### config.mk
export PLATFORM = sky130hd
export DESIGN_NAME = brick_field
export DESIGN_NICKNAME = d
export VERILOG_FILES = /design/src/rtl/brick_field.sv
export SDC_FILE = /design/constraint.sdc
export NUM_CORES = 1
export LEC_CHECK = 0
export ABC_CLOCK_PERIOD_IN_PS = 6710
export CORE_UTILIZATION = 50
export DETAILED_ROUTE_END_ITERATION = 6
export PLACE_DENSITY = 0.77
export SYNTH_ARGS = -nofsm -noshare
export SYNTH_HDL_FRONTEND = slang
export SYNTH_SLANG_ARGS = --single-unit
### constraint.sdc
create_clock -name clk -period 6.71 [get_ports clk]
set_input_delay 0.671 -clock clk [delete_from_list [all_inputs] [get_ports clk]]
set_output_delay 0.671 -clock clk [all_outputs]
set_load 0.05 [all_outputs]
### src/rtl/brick_field.sv
// Breakout brick field: draws a grid of bricks, detects ball/brick overlap and
// removes at most one brick per frame, keeping a saturating 3-digit BCD score.
module brick_field #(
    parameter int FIELD_X    = 64,
    parameter int FIELD_Y    = 48,
    parameter int BRICK_COLS = 8,
    parameter int BRICK_ROWS = 4
) (
    input  logic        clk,
    input  logic        rst,
    input  logic [9:0]  hpos,
    input  logic [8:0]  vpos,
    input  logic        ball_pixel,
    input  logic        frame_pulse,
    input  logic        game_active,
    input  logic        reset_field,
    output logic        brick_pixel,
    output logic        block_collision,
    output logic [11:0] score,
    output logic [5:0]  bricks_remaining,
    output logic        field_cleared
);

    localparam int NB = BRICK_COLS * BRICK_ROWS;
    localparam int IW = $clog2(NB);
    localparam int CW = $clog2(BRICK_COLS);
    localparam int RW = $clog2(BRICK_ROWS);
    localparam int FW = BRICK_COLS * 64;
    localparam int FH = BRICK_ROWS * 16;

    logic [NB-1:0] r_alive;
    logic [11:0]   r_score;
    logic [5:0]    r_remaining;
    logic          r_brick_pixel;
    logic          r_ball_d;
    logic [IW-1:0] r_pix_idx;
    logic [RW-1:0] r_pix_row;
    logic          r_hit_pending;
    logic [IW-1:0] r_hit_idx;
    logic [RW-1:0] r_hit_row;
    logic          r_field_cleared;

    // Offsets are one bit wider than the position so a pixel left of/above the
    // field wraps to a large value and fails the single upper-bound compare.
    logic [10:0]   w_dx;
    logic [9:0]    w_dy;
    logic          w_in_field;
    logic          w_gap;
    logic [CW-1:0] w_col;
    logic [RW-1:0] w_row;
    logic [IW-1:0] w_idx;
    logic          w_collision;
    logic [3:0]    w_add;
    logic [11:0]   w_score_sum;
    logic [NB-1:0] w_hit_onehot;

    assign w_dx       = {1'b0, hpos} - 11'(FIELD_X);
    assign w_dy       = {1'b0, vpos} - 10'(FIELD_Y);
    assign w_in_field = (w_dx < 11'(FW)) && (w_dy < 10'(FH));
    assign w_gap      = (w_dx[5:0] == 6'd0) || (w_dy[3:0] == 4'd0);
    assign w_col      = w_dx[6 +: CW];
    assign w_row      = w_dy[4 +: RW];
    assign w_idx      = IW'(w_row) * IW'(BRICK_COLS) + IW'(w_col);

    assign w_collision = r_brick_pixel & r_ball_d;

    // Bricks in the top row are worth the most points.
    assign w_add       = 4'(BRICK_ROWS) - 4'(r_hit_row);
    assign w_score_sum = bcd_add(r_score, w_add);

    for (genvar gi = 0; gi < NB; gi++) begin : g_hit_onehot
        assign w_hit_onehot[gi] = (r_hit_idx == IW'(gi));
    end

    function automatic logic [11:0] bcd_add(input logic [11:0] s, input logic [3:0] a);
        logic [4:0]  d0;
        logic [4:0]  d1;
        logic [4:0]  d2;
        logic        c0;
        logic        c1;
        logic [11:0] res;
        d0 = {1'b0, s[3:0]} + {1'b0, a};
        c0 = (d0 > 5'd9);
        if (c0) d0 = d0 - 5'd10;
        d1 = {1'b0, s[7:4]} + {4'd0, c0};
        c1 = (d1 > 5'd9);
        if (c1) d1 = d1 - 5'd10;
        d2 = {1'b0, s[11:8]} + {4'd0, c1};
        if (d2 > 5'd9) res = 12'h999;
        else           res = {d2[3:0], d1[3:0], d0[3:0]};
        return res;
    endfunction

    always_ff @(posedge clk) begin
        if (rst) begin
            r_alive         <= '1;
            r_score         <= 12'h000;
            r_remaining     <= 6'(NB);
            r_brick_pixel   <= 1'b0;
            r_ball_d        <= 1'b0;
            r_pix_idx       <= '0;
            r_pix_row       <= '0;
            r_hit_pending   <= 1'b0;
            r_hit_idx       <= '0;
            r_hit_row       <= '0;
            r_field_cleared <= 1'b0;
        end else begin
            r_brick_pixel   <= w_in_field && !w_gap && r_alive[w_idx];
            r_pix_idx       <= w_idx;
            r_pix_row       <= w_row;
            r_ball_d        <= ball_pixel;
            r_field_cleared <= 1'b0;

            if (frame_pulse) begin
                r_hit_pending <= 1'b0;
                if (reset_field) begin
                    r_alive     <= '1;
                    r_score     <= 12'h000;
                    r_remaining <= 6'(NB);
                end else if (r_remaining == 6'd0) begin
                    r_alive     <= '1;
                    r_remaining <= 6'(NB);
                end else if (r_hit_pending && r_alive[r_hit_idx]) begin
                    // The alive check keeps a stale hit on a dead brick harmless.
                    r_alive     <= r_alive & ~w_hit_onehot;
                    r_remaining <= r_remaining - 6'd1;
                    r_score     <= w_score_sum;
                    if (r_remaining == 6'd1) r_field_cleared <= 1'b1;
                end
            end else if (w_collision && game_active && !r_hit_pending) begin
                r_hit_pending <= 1'b1;
                r_hit_idx     <= r_pix_idx;
                r_hit_row     <= r_pix_row;
            end
        end
    end

    assign brick_pixel      = r_brick_pixel;
    assign block_collision  = w_collision;
    assign score            = r_score;
    assign bricks_remaining = r_remaining;
    assign field_cleared    = r_field_cleared;

endmodule

==> qor.txt <==
dominant cell type by count on the critical path: ha_1
Post-DP HPWL: 6080 um
CTS Hold Bufs: 0
global-route wire length before repair: 13750 um
Crit path arrival time: 5800 ps
fin crit period: 5525 ps
top-area cell type share of the netlist area: 34.88%
clk buf depth: 2
Vias/cell: 5.950
Post-Syn Area: 3674 um^2
Mapped Nets: 469
Static Leakage: 1.507 nW
endpoint class of the critical path: flop
status: finished, final reports clean
routed wire length: 8642 um
total track usage: 23.46%
post-route cell area: 4308 um^2
layout cells sized above 1: 9.804%
clock slew at reported path FFs: 80 ps
core area: 6944 um^2
FF-to-FF Start: r_hit_idx[3]
Worst Setup Path Type: flop to flop
Async SR Flop Fraction: 0%
max frequency: 0.1810 GHz
P per Cell Area: 179.7 nW/um^2
post-synthesis cell type count: 51
sequential share of the synthesized area: 34.88%
dominant synthesized flop cell: dfxtp_1
CP peak stage delay: 630 ps
clock power share: 44.3%
top cells by count, synth: dfxtp_1 (64), nor2_1 (59), a21oi_1 (43), nor3_1 (42), nand3_1 (28)
final setup fails: 0
final hold viol count: 0
GRT overflow: 0
postcts setup bufs: 0
DRC viols: 0
Initial DRT Pass Iterations: 5
CP Max Fanout: 13
Slew @ Worst Pin: 1165 ps
overall die width: 87.72 um
final period utilization: 82.34%
most numerous cell in the Yosys netlist: dfxtp_1
TritonCTS clock tree: done
number of flops mapped to enable cells by yosys: 0
pin count of the biggest net entering global routing: 70
total number of vias: 3302
root buf cell: clkbuf_8
setup_tns: 0 ps
Sw Ratio: 24.21%
placer congestion estimate: 0.9671
Max Used Layer: met4
max-cap violations: 0
die area: 7694 um^2
Worst Setup SP: r_hit_idx[3]
Mapped Cells: 428
top cell type by total area after synthesis: dfxtp_1
Sw Pwr: 187.4 uW
Ys Warns: 0
HP Class: flop to flop
setup slack, reg-to-reg: 1180 ps
Max H-tree Level: 3
nets: 495
initial core utilization: 52.90%
n_diodes: 0
DIE HEIGHT: 87.72 um
Top Ports: 46
fin. max-slew vios: 0
Row Count: 30
Worst setup endpoint: score[6]
WP data required: 6980 ps
clock skew: 15.05 ps
Worst Reg2Reg Path Length in Cells: 18
fill count: 588
synth top area cells: dfxtp_1 (35%), mux4_2 (9.2%), nor2_1 (6.0%)
crit-path cells: inv_1, ha_1, fa_1, or4_1, o221a_2, ha_1, ha_1, inv_1, a31oi_1, o22a_1, ha_1, ha_1, nand2b_1, a31oi_1, nor3_1, nor3_1, o21ai_0, o21ai_0
vias in the first global route: 2890
M1 WL: 3900 um
Avg Inst Size Synth: 8.583 um^2
unrepaired setup endpoints after global routing: no
post-CTS sizing: 0
1st-iter DRT viols: 225
total CTS buffers: 9
Antenna Nets Post-Route: 0
Post-Place Cell Area: 4101 um^2
sequential fraction of design power: 49.5%
internal power: 586.8 uW
synthesis-to-layout area growth: 17.27%
metal3 WL: 670 um
TritonCTS Sinks: 64
total power: 774.2 uW
relative slew slack: 22.04%
Worst Setup Start Kind: flop
latest clock arrival within the worst-skew pair: 350 ps
reg2reg end: score[6]
wire length per cell: 15.57 um
initial antenna violation count: 0
combinational group share of total power: 6.3%
port buffer count: 45
Yosys reg bits: 64
Worst path slowest cell: nor3_1
peak supply drop: 119.9 uV
met2 WL: 3930 um
-- final cells by class --
class / count / area (um^2) / area share (%)
inverters: 13 / 48.80 / 1.133
flip-flops and latches: 64 / 1281 / 29.74
clock inverters: 6 / 68.82 / 1.597
multi-input cells: 320 / 2193 / 50.91
well taps: 96 / 120.1 / 2.788
repair buffers: 46 / 457.9 / 10.63
clock buffers: 10 / 137.6 / 3.195
-- logic make-up after synthesis --
family                   count (synthesis)  synth area share [%]
buffers and inverters                   44                 5.484
XOR/XNOR                                11                 2.623
adder cells (fa/ha/maj)                 16                 5.654
multiplexers                            29                 13.15
flip-flops                              64                 34.88
AO/OA/AOI/OAI                           77                 12.94
AND/OR/NAND/NOR                        187                 25.27
-- worst max-delay path: cells and delay by family, from the launching register on --
family          cells  cell delay [ps]
compound gates      6             1060
simple gates        4             1450
buf+inv             2              310
fa+ha+maj           6             2060
flops               1              560
-- cells in the final DEF, fill, tap and decap left out, types with 4 or more instances in the layout --
cell / netlist / final
dfxtp_1: 64 / 64
nor2_1: 59 / 59
clkdlybuf4s50_1: 0 / 45
a21oi_1: 43 / 43
nor3_1: 42 / 42
nand3_1: 28 / 28
nand2_1: 17 / 16
mux4_2: 15 / 15
ha_1: 15 / 15
inv_1: 13 / 13
o21ai_0: 12 / 12
mux2i_1: 10 / 10
clkbuf_8: 0 / 10
xnor2_1: 7 / 7
and2_1: 4 / 4
nand3b_1: 4 / 4
nor2b_1: 4 / 4
nor4_1: 4 / 4
or3_1: 4 / 4
xor2_1: 4 / 4
-- layer usage --
metal  GRT usage (%)  vias up
met3           5.844       19
met1           32.33     1545
met5               0        -
met2           35.52      134
met4           8.793        0
li1                -     1604
-- flip-flops by register name, indices dropped and copies added, names as in the netlist --
register	count
brick_pixel	1
bricks_remaining	6
field_cleared	1
r_alive	32
r_ball_d	1
r_hit_idx	5
r_hit_pending	1
r_pix_idx	5
score	12
-- worst min path at each step --
| stage | start | to | slack, ps | cells past startpoint |
|---|---|---|---|---|
| after floorplan | r_pix_idx[0] | r_hit_idx[0] | 440 | 2 |
| after global placement | r_pix_idx[0] | r_hit_idx[0] | 440 | 2 |
| after detailed placement | r_pix_idx[2] | r_hit_idx[2] | 450 | 2 |
| after CTS | r_pix_idx[2] | r_hit_idx[2] | 470 | 2 |
| after global routing | r_pix_idx[1] | r_hit_idx[1] | 480 | 2 |
| final | r_pix_idx[0] | r_hit_idx[0] | 460 | 2 |
-- power by group through the flow --
| stage | combinational, mW | sequential, mW | clock, mW |
|---|---|---|---|
| floorplan | 0.0272 | 0.392 | 0 |
| global placement | 0.0479 | 0.392 | 0 |
| detailed placement | 0.0484 | 0.392 | 0 |
| CTS | 0.0485 | 0.383 | 0.345 |
| global route | 0.0528 | 0.383 | 0.362 |
| finish | 0.0485 | 0.383 | 0.343 |
-- stage by stage --
stage | hold WS, ps | setup slack (ps) | utilization, % | cells
CTS | 466.6 | 1257 | 62.04 | 555
finish | 464.2 | 1185 | 62.04 | 555
floorplan | 436.5 | 2027 | - | 428
global placement | 440.6 | 1531 | 59.06 | 539
global route | 484.3 | 853.2 | 62.04 | 555
detailed placement | 451.1 | 1305 | 59.06 | 539
Power figures use the tool's default switching activity.
